## src/rtl/instr_fetch.sv

```systemverilog
// Instruction fetch stage: owns the PC, issues in-order word requests to a req/gnt memory port
// and buffers returned words with their PCs in a small FIFO for a valid/ready consumer.
module instr_fetch #(
  parameter logic [31:0] RESET_PC = 32'h0000_0000,
  parameter int unsigned DEPTH    = 2
) (
  input  logic        clk,
  input  logic        rst,
  output logic        imem_req,
  output logic [31:0] imem_addr,
  input  logic        imem_gnt,
  input  logic        imem_rvalid,
  input  logic [31:0] imem_rdata,
  input  logic        redirect,
  input  logic [31:0] redirect_pc,
  output logic        out_valid,
  input  logic        out_ready,
  output logic [31:0] out_instr,
  output logic [31:0] out_pc
);

  localparam int unsigned   CW       = $clog2(DEPTH + 1);
  localparam int unsigned   PW       = (DEPTH > 1) ? $clog2(DEPTH) : 1;
  localparam logic [CW:0]   DEPTH_W  = DEPTH[CW:0];
  localparam logic [CW-1:0] DEPTH_C  = DEPTH[CW-1:0];
  localparam logic [PW-1:0] LAST_IDX = PW'(DEPTH - 1);

  logic [31:0]   pc_q, pc_d;
  logic [31:0]   rpc_q, rpc_d;
  logic [CW-1:0] cnt_q, cnt_d;
  logic [CW-1:0] outst_q, outst_d;
  logic [CW-1:0] drop_q, drop_d;
  logic [PW-1:0] head_q, head_d;
  logic [PW-1:0] tail_q, tail_d;

  logic [31:0]   buf_instr_q [DEPTH];
  logic [31:0]   buf_pc_q    [DEPTH];

  logic [CW:0]   credit_used;
  logic          grant;
  logic          have_drop;
  logic          resp_drop;
  logic          push;
  logic          pop;
  logic [31:0]   redirect_tgt;
  logic          unused_pc_lsbs;

  function automatic logic [PW-1:0] next_idx(input logic [PW-1:0] idx);
    return (idx == LAST_IDX) ? '0 : idx + PW'(1);
  endfunction

  // Credit is taken from registered state only, so a same-cycle pop never frees a slot early.
  assign credit_used = {1'b0, cnt_q} + {1'b0, outst_q};
  assign imem_req    = !rst && !redirect && (credit_used < DEPTH_W);
  assign imem_addr   = pc_q;
  assign grant       = imem_req && imem_gnt;

  assign have_drop   = (drop_q != '0);
  assign resp_drop   = imem_rvalid && (have_drop || redirect);
  assign push        = imem_rvalid && !resp_drop;

  assign out_valid   = (cnt_q != '0);
  assign pop         = out_valid && out_ready && !redirect;
  assign out_instr   = out_valid ? buf_instr_q[head_q] : '0;
  assign out_pc      = out_valid ? buf_pc_q[head_q]    : '0;

  assign redirect_tgt   = {redirect_pc[31:2], 2'b00};
  assign unused_pc_lsbs = ^redirect_pc[1:0];

  always_comb begin
    pc_d    = pc_q;
    rpc_d   = rpc_q;
    cnt_d   = cnt_q;
    drop_d  = drop_q;
    head_d  = head_q;
    tail_d  = tail_q;
    outst_d = outst_q + CW'(grant) - CW'(imem_rvalid);
    if (redirect) begin
      // Everything still in flight after this cycle belongs to the abandoned path.
      pc_d   = redirect_tgt;
      rpc_d  = redirect_tgt;
      cnt_d  = '0;
      head_d = '0;
      tail_d = '0;
      drop_d = outst_q - CW'(imem_rvalid);
    end else begin
      if (grant) pc_d = pc_q + 32'd4;
      if (push) begin
        rpc_d  = rpc_q + 32'd4;
        tail_d = next_idx(tail_q);
      end
      if (pop) head_d = next_idx(head_q);
      cnt_d = cnt_q + CW'(push) - CW'(pop);
      if (imem_rvalid && have_drop) drop_d = drop_q - CW'(1);
    end
  end

  always_ff @(posedge clk or posedge rst) begin
    if (rst) begin
      pc_q    <= RESET_PC;
      rpc_q   <= RESET_PC;
      cnt_q   <= '0;
      outst_q <= '0;
      drop_q  <= '0;
      head_q  <= '0;
      tail_q  <= '0;
    end else begin
      pc_q    <= pc_d;
      rpc_q   <= rpc_d;
      cnt_q   <= cnt_d;
      outst_q <= outst_d;
      drop_q  <= drop_d;
      head_q  <= head_d;
      tail_q  <= tail_d;
    end
  end

  // Storage carries no reset; out_valid gates what is visible downstream.
  always_ff @(posedge clk) begin
    if (push) begin
      buf_instr_q[tail_q] <= imem_rdata;
      buf_pc_q[tail_q]    <= rpc_q;
    end
  end

  assert property (@(posedge clk) disable iff (rst) !(push && (cnt_q == DEPTH_C)));

endmodule

```

## config.mk

```make
export PLATFORM = sky130hd
export DESIGN_NAME = instr_fetch
export DESIGN_NICKNAME = d
export VERILOG_FILES = /design/src/rtl/instr_fetch.sv
export SDC_FILE = /design/constraint.sdc
export NUM_CORES = 1
export LEC_CHECK = 0
export ABC_AREA = 1
export CAP_MARGIN = 30
export CORE_MARGIN = 8
export CORE_UTILIZATION = 48
export CTS_CLUSTER_DIAMETER = 60
export DETAILED_ROUTE_END_ITERATION = 10
export PLACE_DENSITY = 0.78
export SLEW_MARGIN = 10
export SYNTH_ARGS = -nofsm -noshare
export SYNTH_HDL_FRONTEND = slang
export SYNTH_SLANG_ARGS = --single-unit
```

## constraint.sdc

```tcl
create_clock -name clk -period 3.78 [get_ports clk]
set_input_delay 0.567 -clock clk [delete_from_list [all_inputs] [get_ports clk]]
set_output_delay 0.567 -clock clk [all_outputs]
set_load 0.01 [all_outputs]
```

Word level (Yosys, flattened, before mapping) --
Memory sizes are Yosys's and may differ from the RTL's. Cells that the tools add are included.
Cells by class: reduce and logical (&&, ||, !) cells 18, muxes and demuxes 17, add/subtract/negate cells 11, $lt $le $gt $ge 1
Operators by type and width (number):
- 2-to-1 mux 32 bit | 6
- adder 32 x 3 -> 32 bit, second input constant | 2
- nonzero test 2 bit | 6
- logical AND 1 bit | 8
- 2-to-1 mux 1 bit | 8
- 2-to-1 mux 2 bit | 3
- subtractor 2 x 1 -> 2 bit | 3
- adder 2 x 1 -> 2 bit | 2
- adder 2 x 2 -> 3 bit | 1
- logical NOT 1 bit | 3
- less-than comparator 3 x 2 -> 1 bit, second input constant | 1
- adder 1 bit, second input constant | 2
- subtractor 2 x 1 -> 2 bit, second input constant | 1
- logical OR 1 bit | 1
Storage, ports and cells: logic and storage cells 56, register bits 72, output and inout bits 98, RAM bits 128, input bits 70, memories 2
Memories:
- buf_instr_q | depth 2, bits a word 32, read ports 1, clocked after memory_dff 0, write ports 1, line 36 | logic [31:0] buf_instr_q [DEPTH];
- buf_pc_q | depth 2, bits a word 32, read ports 1, clocked after memory_dff 0, write ports 1, line 37 | logic [31:0] buf_pc_q [DEPTH];

Depth between registers and ports, before layout --
Gate-level depths: netlist of run 1.
depth in word-level cells 8, depth in mapped cells 10, mapped depth without buffers 10

Worst setup path before layout of run 1 --
Ideal clock, no wire load.
path kind input to register, from input port redirect, to memory buf_instr_q[0][0], enable pin, data required time 3.296 ns, stages on the path 4, setup time 0.484 ns, arrival time 3.633 ns, setup slack -0.337 ns, cells stage by stage buf_6 > nor2_1 > clkinv_1 > nor2_1
Between the ends: word-level cells in the longest chain between the ends 6
RTL lines:
- from (decl) | line 14 | input logic redirect,
- logical OR 1 bit | line 59 | assign resp_drop = imem_rvalid && (have_drop || redirect);
- logical AND 1 bit | line 59
- logical NOT 1 bit | line 60 | assign push = imem_rvalid && !resp_drop;
- logical AND 1 bit | line 60
- 2-to-1 mux 1 bit | line 120 | if (push) begin
- 2-to-1 mux 1 bit (not written as such) | line 121 | buf_instr_q[tail_q] <= imem_rdata;
- to (decl) | line 36
No other way between the ends.

Worst setup path in the final report of run 1 --
from register head_q, to output port out_instr[10]
Between the ends: word-level cells in the longest chain between the ends 2
RTL lines:
- from (decl) | line 33 | logic [PW-1:0] head_q, head_d;
- from (signal assigned) | line 105 | head_q <= '0;
- from (signal assigned) | line 113 | head_q <= head_d;
- memory read (2 x 32 bit)
- 2-to-1 mux 32 bit | line 64 | assign out_instr = out_valid ? buf_instr_q[head_q] : '0;
- to (decl) | line 18 | output logic [31:0] out_instr,
No other way between the ends.

==> out/qor.yml, run 1 <==
synth_cell_types: 45
die-area_mm2: 0.0243
ff_latch_area_mm2: 0.00543
synth-seq-cells: 192
drtAntennaViolNets: 0
grt-ovfl-total: 0
avgSynthCellArea_um2: 9.18
power.net_switching_uw: 1970
synthTopCellsByArea: "edfxtp_1 40%, dfrtp_1 18%, nand2_1 13%"
synth_top_area_share_pct: 39.7
cp-end-kind: "primary output"
slowest_stage: "clkdlybuf4s50_1"
maxCapViolCount: 0
wire_per_inst_um: 16.6
worst_clock_skew_ps: 11.0
cts_resized: 0
fin_crit_sh_pct: 78.5
slowest_delay_ps: 590
ys_seq_area_share_pct: 57.8
clkPwrFrac_pct: 27.4
cts_tree: "done"
path_clk_slew_ps: 60
cts_buffers: 17
power_frac_seq_pct: 45.6
p_int_uw: 4150
vdd_drop_max_mv: 0.399
cp_max_fo: 46
via_per_inst: 5.31
wl_mm: 24.2
hold_buffers: 0
tightest_slew_ps: 748
setup_ws_ps: 814
grt_max_degree: 63
combinationalPowerShare_pct: 27.0
start_util_pct: 48.6
powerDensity_mw_per_mm2: 516
required_ps: 3210
setup_tns_ps: 0
grt_usage_pct: 20.0
reg2reg_slack_ps: 1470
die_w_um: 156
fin_crit_ps: 2970
layout_common_cells: "336 x nand2_1, 160 x clkdlybuf4s50_1, 124 x edfxtp_1"
hpwl_mm: 17.2
rows: 51
crit_type: "reg2out"
place_ws_ps: 1000
drtIter0Drc: 583
rr_startpoint: "cnt_q[0]$_DFF_PP0_"
min_from: "rpc_q[28]$_DFFE_PP0N_"
cp_cell_sequence: "buf_12 > inv_2 > buf_4 > nand2_1 > a21oi_1 > clkdlybuf4s50_1"
crit_path_start_kind: "flip-flop"
grt_pass1_vias: 7519
postCtsSetupBuffers: 0
fillerInstances: 1588
clk_path_buf_depth: 2
multiInputGateArea_mm2: 0.00348
crit_arrival_ps: 2400
stdcell_area_mm2: 0.0119
slew_headroom_pct: 50.0
setup_viol_count_final: 0
gp_congestion: 0.934
timing.fmax_ghz: 0.337
synthCells: 1023
vias: 7741
status: "completed"
portBuffers: 161
critPathLaunch: "head_q$_DFFE_PP0P_"
antenna_found_initial: 0
hold_path_class: "reg2reg"
hold_slack_ps: 515
nets: 1261
placed_cell_area_mm2: 0.0113
cts-htree-levels: 4
synth_top_area_cell: "edfxtp_1"
clock_latency_ps: 440
drive_gt1_share_pct: 8.21
placed_cells: 1427
layout_commonest_cell: "nand2_1"
final_max_slew_viol_count: 0
p_sw_share_pct: 32.2
syn2layout_area_growth_pct: 26.3
die_h_um: 156
dr.pass1.iters: 5
syn_area_mm2: 0.00939
io_pins: 168
hold_viol_final: 0
rsz0062_at_grt: "no"
yosys_warnings: 0
drcViolationCount: 0
core_mm2: 0.0193
root_buffer: "clkbuf_16"
grt_pass1_wl_mm: 38.2
leakage_uw: 0.00471
cts_sinks: 192
diodes: 0
final_cells: 1459
==> Yosys cell counts (all sizes together) <==
cell type    n
inv         87
o311ai       1
dfrtp       68
a31oi        2
and2         1
o21bai       4
o22ai        1
fa           1
conb         1
o21ai       33
xor2        14
clkbuf      19
o211ai      14
nand3       68
nor2        90
xnor2        5
o221ai       2
nand2      350
a21oi       82
ha           8
clkinv       3
or2          1
buf         18
nor3b        1
nor3         7
edfxtp     124
nand4       16
nand3b       2
==> path summary, 6_finish.rpt <==
| path | to | cells after the start |
|---|---|---|
| max | out_instr[10] | 6 |
| min | buf_pc_q[0][28]$_DFFE_PP_ | 0 |
| max reg2reg | imem_addr[23]$_DFFE_PP0P_ | 9 |
| min reg2reg | buf_pc_q[0][28]$_DFFE_PP_ | 0 |
| max in group asynchronous | rpc_q[18]$_DFFE_PP0N_ | 3 |
| min in group asynchronous | cnt_q[0]$_DFF_PP0_ | 2 |
==> sequential cells by signal, indices dropped and copies added (netlist names) <==
register     count
rpc_q           30
outst_q          2
buf_pc_q        60
tail_q           1
drop_q           2
head_q           1
buf_instr_q     64
imem_addr       30
cnt_q            2
==> metrics by stage <==
stage                     utilization [%]  power (µW)
final                                61.3        6120
after global routing                 61.3        6450
after CTS                            61.2        6150
after detailed placement             58.4        4480
after global placement               58.4        4430
after floorplan                         -        3680
==> metal layers <==
layer / vias to the layer above / GRT usage, % / wire length [µm]
met4: 0 / 7.53 / 554
met5: - / 0 / 0
met3: 43 / 4.90 / 2190
li1: 3709 / - / -
met1: 3650 / 25.9 / 10400
met2: 339 / 32.0 / 11000
==> cell type report <==
cell class,instances,area share [%]
clock buffers,17,3.59
clock inverters,14,1.02
inverters,90,2.85
multi-input cells,707,29.3
flip-flops and latches,192,45.8
well taps,265,2.80
repair buffers,174,14.7
==> worst max-delay path, delay by kind of cell (launching register included) <==
kind / cells / cell delay [ps]
buffers and inverters: 4 / 1180
flip-flops: 1 / 450
AO/OA/AOI/OAI: 1 / 220
AND/OR/NAND/NOR: 1 / 90
==> kinds of logic (layout without fill, tap and decap cells) <==
| kind of cell | after synthesis | count (layout) | synth area share, % |
|---|---|---|---|
| other | 1 | 4 | 0.0399 |
| AO/OA/AOI/OAI | 139 | 139 | 8.30 |
| XOR/XNOR | 19 | 19 | 1.77 |
| adder cells (fa/ha/maj) | 9 | 9 | 1.28 |
| flip-flops | 192 | 192 | 57.8 |
| AND/OR/NAND/NOR | 536 | 536 | 25.3 |
| buffers and inverters | 127 | 295 | 5.57 |
==> power groups by stage <==
| stage | sequential [µW] | clock (µW) | combinational [µW] |
|---|---|---|---|
| floorplan | 2770 | 0 | 909 |
| global placement | 2840 | 0 | 1580 |
| detailed placement | 2860 | 0 | 1630 |
| CTS | 2820 | 1690 | 1630 |
| global route | 2830 | 1800 | 1830 |
| finish | 2790 | 1670 | 1650 |
(Power assumes the default switching activity.)
==> run 2, diff against run 1 <==
- CORE_UTILIZATION: 48 -> 53
- PLACE_DENSITY: 0.78 -> 0.81
- clock period: 3.78 -> 3.1 ns (I/O delays scaled with it)
==> run 2 against run 1 <==
Effect of this change: global-route usage rose by 1.7 points; design area rose by 0.16%; worst hold slack got worse by 9.0 ps; first-iteration DRC count rose by 9.3%; sequential power rose by 22%; die area fell by 8.5%; flip-flop and latch count did not move; largest power group unchanged.
==> out/qor.yml, run 2 (synthesis results as in run 1) <==
powerDensity_mw_per_mm2: 630
drtAntennaViolNets: 0
final_util_pct: 68.7
cp-end-kind: "primary output"
finalPower_uw: 7480
place_ws_ps: 505
start_util_pct: 54.3
crit_type: "reg2out"
maxCapViolCount: 0
rows: 48
die_h_um: 149
ff_latch_area_mm2: 0.00543
use_met3_pct: 4.67
largest_reg_flops: 64
final_max_slew_viol_count: 0
cts_sinks: 192
vias: 7726
power_frac_seq_pct: 45.5
cp_max_fo: 51
met2_usage_pct: 35.0
setup_viol_count_final: 0
postCtsSetupBuffers: 0
timing.fmax_ghz: 0.365
clk_path_buf_depth: 2
root_buffer: "clkbuf_16"
worstRegToRegCells: 10
top_register: "buf_instr_q"
top_usage_layer: "met2"
drtIter0Drc: 637
grt_usage_pct: 21.7
slew_headroom_pct: 58.0
vdd_drop_max_mv: 0.413
die-area_mm2: 0.0222
path_clk_slew_ps: 80
drcViolationCount: 0
worst_clock_skew_ps: 13.9
cp_cell_sequence: "inv_2 > buf_12 > nand2_1 > a21oi_1 > clkdlybuf4s50_1"
multiInputGateArea_mm2: 0.00348
crit_arrival_ps: 2270
hold_path_class: "in2async"
cp.depth: 5
power.net_switching_uw: 2460
r2r-end: "imem_addr[17]$_DFFE_PP0P_"
grt_max_degree: 69
portBuffers: 161
grt-ovfl-total: 0
io_pins: 168
combinationalPowerShare_pct: 27.2
fillerInstances: 1375
p_int_uw: 5020
setup_ws_ps: 364
wl_mm: 24.1
tightest_slew_ps: 629
clock_latency_ps: 430
fin_crit_ps: 2740
antenna_found_initial: 0
core_mm2: 0.0173
layout_common_cells: "336 x nand2_1, 161 x clkdlybuf4s50_1, 124 x edfxtp_1"
clkPwrFrac_pct: 27.2
crit_path_start_kind: "flip-flop"
setup_tns_ps: 0
gr-usage-met1_pct: 28.8
cts-htree-levels: 4
wire_per_inst_um: 16.9
leakage_uw: 0.00474
hpwl_mm: 17.3
drive_gt1_share_pct: 8.45
syn2layout_area_growth_pct: 26.5
hold_viol_final: 0
grt_pass1_wl_mm: 38.2
slowest_stage: "clkdlybuf4s50_1"
via_per_inst: 5.44
cts_buffers: 17
grt_pass1_vias: 7535
nets: 1262
status: "completed"
cp.buffers_inverters: 3
final_cells: 1420
rsz0062_at_grt: "no"
placed_cells: 1389
p_sw_share_pct: 32.8
dr.pass1.iters: 5
rr_startpoint: "cnt_q[0]$_DFF_PP0_"
layout_commonest_cell: "nand2_1"
diodes: 0
required_ps: 2630
die_w_um: 149
fin_crit_sh_pct: 88.3
cts_tree: "done"
cts_resized: 0
critPathTopFamily: "buffers and inverters"
reg2reg_slack_ps: 820
slowest_delay_ps: 570
gp_congestion: 0.917
hold_buffers: 0
top_regs: "buf_instr_q x64, buf_pc_q x60"
## run 2: cell count changes in the layout (fill, tap and decap cells not counted)
cell,before,now
inv_8,0,1
inv_6,1,4
buf_2,1,0
clkinv_2,3,0
clkinv_1,6,3
clkinv_4,2,4
clkdlybuf4s50_1,160,161
bufinv_16,1,0
buf_12,3,7
clkinvlp_4,3,4
buf_4,10,7
## run 2: worst max path at each step
stage                                      from                           to  slack (ps)
after floorplan           drop_q[0]$_DFFE_PP0P_  buf_instr_q[0][0]$_DFFE_PP_          70
after global placement                 redirect    imem_addr[17]$_DFFE_PP0P_         520
after detailed placement               redirect    imem_addr[17]$_DFFE_PP0P_         500
after CTS                    head_q$_DFFE_PP0P_                    out_pc[9]         300
after global routing         head_q$_DFFE_PP0P_                   out_pc[11]         230
final                        head_q$_DFFE_PP0P_                    out_pc[9]         360
## run 2: per-layer routing
layer	share of wire [%]	vias to the layer above	routed length (µm)
met2	47	350	11400
met4	1.8	0	439
met5	0	-	0
met3	9.5	36	2280
li1	-	3710	-
met1	41	3630	9980
## run 2: final cells by class
cell class                 count  area share [%]
tap                          225            2.37
clock inverter                14            1.07
sequential                   192            45.7
timing repair buffer         175            15.2
clock buffer                  17            3.58
inverter                      90            2.84
multi-input combinational    707            29.3
## run 2: worst register-to-register path, stage by stage (launching register included)
cell and delay (ps):
dfrtp_1 430, nand2_1 70, inv_1 40, fa_1 430, inv_1 120, nand4_4 240, nand2_4 280, inv_2 220
nand2_1 110, nand2_1 40, o21bai_2 180
## run 2: power by group through the flow
stage / Clock (µW) / Combinational, µW / Sequential [µW]
floorplan: 0 / 1110 / 3380
global placement: 0 / 1990 / 3420
detailed placement: 0 / 2050 / 3450
CTS: 2070 / 2060 / 3400
global route: 2180 / 2250 / 3450
finish: 2040 / 2040 / 3410
## run 2: metrics by stage
step	area, µm²	hold WS (ps)
2_1_floorplan	9410	464
3_3_place_gp	11300	499
3_5_place_dp	11300	512
4_1_cts	11900	524
5_1_grt	11900	527
6_report	11900	506
==> RTL edit 1, RTL diff (settings of run 1) <==
`DEPTH`: 2 -> 4.
--- a/src/rtl/instr_fetch.sv
+++ b/src/rtl/instr_fetch.sv
@@ -3,5 +3,5 @@
 module instr_fetch #(
   parameter logic [31:0] RESET_PC = 32'h0000_0000,
-  parameter int unsigned DEPTH    = 2
+  parameter int unsigned DEPTH    = 4
 ) (
   input  logic        clk,
Check against the original RTL: not equivalent (Yosys sat finds a counterexample within 4 cycles, from zero or initial values and one cycle with rst high).
==> RTL edit 1 against run 1 <==
  * Setup slack got worse by 0.43 ns
  * Sequential cell count rose by 129
  * Cell area rose by 51%
  * Clock power rose by 100%
  * Sequential power rose by 61%
  * Total power rose by 84%
  * Register-to-register slack got worse by 0.45 ns
  * Routed wire length rose by 50%
  * Synthesized area rose by 55%
  * Critical endpoint is now out_pc[19]
  * Largest cell class unchanged
  * Largest power group unchanged
==> RTL edit 1: results (changes against run 1) <==
WL per Instance=17.69 um (+6.8%); hpwl dp=22.78 mm (+33%); H-Tree Depth=2 (-2); ys async rst share=22.74% (-13 points); wl on met1=15.76 mm (+51%); r2r startpoint=cnt_q[1]; EDFF count, synth=248 (+100%); GRT met2 Usage=31.30% (-0.67 points); GRT met3 Usage=3.310% (-1.6 points); xor and xnor area share after synthesis=1.140% (-0.63 points); status=completed; Initial DRT Pass Iterations=6 (+1); Arr. time, crit path=2.83 ns (+0.43 ns); largest cells by area after synthesis=edfxtp_1 51%, dfrtp_1 13%, nor2_1 8.0%; largest registers=buf_instr_q: 128 flops, buf_pc_q: 120 flops; Synth cell types=36 (-20%); share of cells above drive strength 1=6.675% (-1.5 points); initial antenna violation count=0 (unchanged); final hold slack=0.4187 ns (-0.09658 ns); Hold Path Class=primary input to asynchronous set/reset pin; clk buf depth=3 (+1); R2R Setup Slk=1.02 ns (-0.45 ns); met3 wire length=2.913 mm (+33%); met1 Usage GRT=26.94% (+1.0 points); ys flop type=edfxtp_1; via count=11010 (+42%); nets=1710 (+36%); register area share after synthesis=63.52% (+5.7 points); Clock Skew=0.02311 ns (+0.01208 ns); crit path launch=head_q[0]; first-pass GRT wire length=56.46 mm (+48%); Synth top cells by count=312 x nor2_1, 248 x edfxtp_1, 228 x nand2_1; Reg-to-Reg End=cnt_q[2]; worst r2r path cells=10 (+1); Final Hold Fails=0 (unchanged); maximum VDD drop=0.3413 mV (-14%); synth warn=0 (unchanged); initial DRC count=878 (+51%); clock buffer count from CTS=36 (+19); largest net degree at the start of global routing=126 (+100%); Worst-Margin Slew=0.5942 ns (-0.1540 ns); CP delay by family, top=buffers and inverters; DR WL met2=16.72 mm (+52%); Synth Area in Adders=1.731% (+0.45 points); GRT Util Overall=19.51% (-0.51 points); Critical Path Fanout Max=92 (+100%); Int Power=7.603 mW (+83%); Leakage=6.698 nW (+42%); port bufs=161 (unchanged); Synth Area in Compound Gates=9.495% (+1.2 points); gp weighted congestion=0.8706 (-6.8%); post-route ant nets=0 (unchanged); highest cell delay on the worst timing path=0.69 ns (+0.10 ns); Critical-path top delay cell=dfrtp_4; worst skew pair latency=0.52 ns (+0.08 ns)
==> RTL edit 1: cell count changes after synthesis, moves of 5 or more <==
| cell | delta |
|---|---|
| inv_1 | +10 |
| dfrtp_1 | +5 |
| nand3_1 | +14 |
| nor3_1 | +9 |
| edfxtp_1 | +124 |
| nand2_1 | -108 |
| buf_2 | +17 |
| clkbuf_1 | +12 |
| nand2_2 | -5 |
| o21ai_0 | +126 |
| ha_1 | +9 |
| nor2_1 | +241 |
==> RTL edit 1: worst max path at each step <==
stage                   endpoint  slack [ns]  depth (start not counted)
4_1_cts               out_pc[13]        0.32                          6
3_3_place_gp          outst_q[1]        0.89                         11
3_5_place_dp            cnt_q[2]        0.88                         11
6_report              out_pc[19]        0.38                          6
2_1_floorplan  buf_instr_q[0][0]       -0.51                          6
5_1_grt               out_pc[23]        0.18                          6
==> RTL edit 1: layout make-up <==
cell class                      count  area [um^2]
Multi-Input combinational cell    983         4668
Fill cell                        2436        12400
Inverter                           97        369.1
Clock inverter                     25        252.7
Timing Repair Buffer              182         1889
Tap cell                          396        495.5
Clock buffer                       40        915.9
Sequential cell                   321         9279
==> RTL edit 1: power groups by stage <==
stage | Clock (mW) | Sequential, mW | Combinational (mW)
after floorplan | 0 | 4.43 | 1.84
after global placement | 0 | 4.55 | 3.27
after detailed placement | 0 | 4.56 | 3.34
after CTS | 3.47 | 4.50 | 3.36
after global routing | 3.60 | 4.54 | 3.66
final | 3.41 | 4.50 | 3.33
==> RTL edit 1: through the flow <==
step	std cells	TNS (ns)	util, %	area [um^2]	setup slack, ns
final	2044	0	59.04	17870	0.3794
after CTS	2043	0	58.95	17840	0.3172
after global placement	1978	0	55.08	16670	0.8884
after global routing	2044	0	59.04	17870	0.1824
after detailed placement	1978	0	55.08	16670	0.8777
after floorplan	1470	-125.41	-	14610	-0.5057
==> RTL edit 2, RTL diff (flow settings as in run 1) <==
Made on the original files. Reset style: synchronous (`rst`), changed in one clocked block.
--- a/src/rtl/instr_fetch.sv
+++ b/src/rtl/instr_fetch.sv
@@ -96,5 +96,5 @@
   end
 
-  always_ff @(posedge clk or posedge rst) begin
+  always_ff @(posedge clk) begin
     if (rst) begin
       pc_q    <= RESET_PC;
Check against the original RTL: differs if rst is asserted again (counterexample within 4 cycles, from zero or initial values and one cycle with rst high); with rst held inactive, the same outputs for 4 cycles.
==> RTL edit 2 against run 1 <==
  * Setup slack worse by 0.030 ns
  * Sequential cell count is 1 higher
  * Synthesized area is 1.7% higher
  * Routed wire length is 4.2% higher
  * Cell area is 1.3% higher
  * Register-to-register slack worse by 0.07 ns
  * Critical path depth is 1 lower
  * Highest routed layer unchanged
Power is not compared: it rests on default switching activity, and its combinational part moved more than twofold at a synthesized area within 25%.
==> RTL edit 2: results (changes against run 1) <==
status=completed; DRT Wirelength=25.19 mm (+4.2%); Arr. time, crit path=2.43 ns (+0.03 ns); vias in the first global route=7724 (+2.7%); register area share after synthesis=53.47% (-4.3 points); nets=1347 (+6.8%); dpl ws=1.049 ns (+0.04942 ns); initial DRC count=637 (+9.3%); minimum clock period=2.996 ns (+0.03017 ns); Critical Path Fanout Max=37 (-20%); Rel. slew slack=50.06% (about the same); first-pass GRT wire length=39.36 mm (+2.9%); gp weighted congestion=0.9190 (-1.6%); final hold slack=0.4725 ns (-0.04284 ns); Synth top cells by count=361 x nand2_1, 124 x edfxtp_1, 112 x a21oi_1; GRT Util Overall=20.34% (+0.32 points); DP Area=11410 um^2 (+1.0%); R2R Setup Slk=1.40 ns (-0.07 ns); Clock Skew=0.008929 ns (-0.002101 ns); hpwl dp=17.75 mm (+3.4%); share of cells above drive strength 1=8.743% (+0.54 points); highest cell delay on the worst timing path=0.61 ns (+0.02 ns); r2r startpoint=cnt_q[1]; via count=8044 (+3.9%); HP Start=head_q
==> RTL edit 2: cell types whose count changed after synthesis, sizes merged, moves of 4 or more <==
cell           run 1  this run
nand3             68        55
dfxtp              0        69
dfrtp             68         0
buf               18        22
o211ai            14         3
o21ai             33        39
nand3b             2         6
nand2            350       377
nand4             16         9
a31oi              2        12
nor2              90       112
a21oi             82       114
inv               87       106
==> RTL edit 2: path summary, 6_finish.rpt <==
kind,end,cells after the start
max,out_pc[16],5
min,flop,2
max reg2reg,cnt_q[1],10
min reg2reg,flop,2
==> RTL edit 2: metal layers <==
metal	up-vias	share of wire [%]	track usage [%]	routed length (um)
met3	32	8.8	5.018	2223
met4	0	1.4	5.802	357
met5	-	0	0	0
met1	3730	44	26.23	11190
li1	3963	-	-	-
met2	319	45	33.40	11420
==> RTL edit 2: cells by family after synthesis <==
kind of cell,count (synthesis),synth area share (%)
AND/OR/NAND/NOR,571,27.22
adder cells (fa/ha/maj),9,1.258
flip-flops,193,53.47
other,1,0.03928
buffers and inverters,151,6.591
AO/OA/AOI/OAI,173,9.514
XOR/XNOR,20,1.913
==> RTL edit 2: metrics by stage <==
step,utilization [%],std cells
finish,61.72,1546
global placement,58.62,1514
global route,61.72,1546
detailed placement,58.62,1514
CTS,61.72,1546
floorplan,-,1121
==> RTL edit 2: area by class of cell <==
class	instances	area, um^2
multi-input combinational	777	3847
tap	265	331.6
inverter	107	401.6
timing repair buffer	172	1722
fill	1633	7450
sequential	193	5106
clock buffer	18	429.2
clock inverter	14	175.2
==> RTL edit 2: power groups by stage <==
| stage | combinational, mW | sequential, mW | clock [mW] |
|---|---|---|---|
| after floorplan | 0.278 | 2.46 | 0 |
| after global placement | 0.509 | 2.47 | 0 |
| after detailed placement | 0.521 | 2.48 | 0 |
| after CTS | 0.525 | 2.43 | 1.86 |
| after global routing | 0.576 | 2.44 | 1.95 |
| final | 0.525 | 2.43 | 1.83 |
==> RTL edit 2: worst reg2reg max path: cells and delay by family (launching register included) <==
kind / cells / cell delay [ns]
AOI/OAI and AO/OA: 1 / 0.12
xor gates and xnor gates: 1 / 0.13
adders and majority gates: 2 / 0.46
buffers and inverters: 2 / 0.17
DFF: 1 / 0.37
and+or+nand+nor: 4 / 1.07
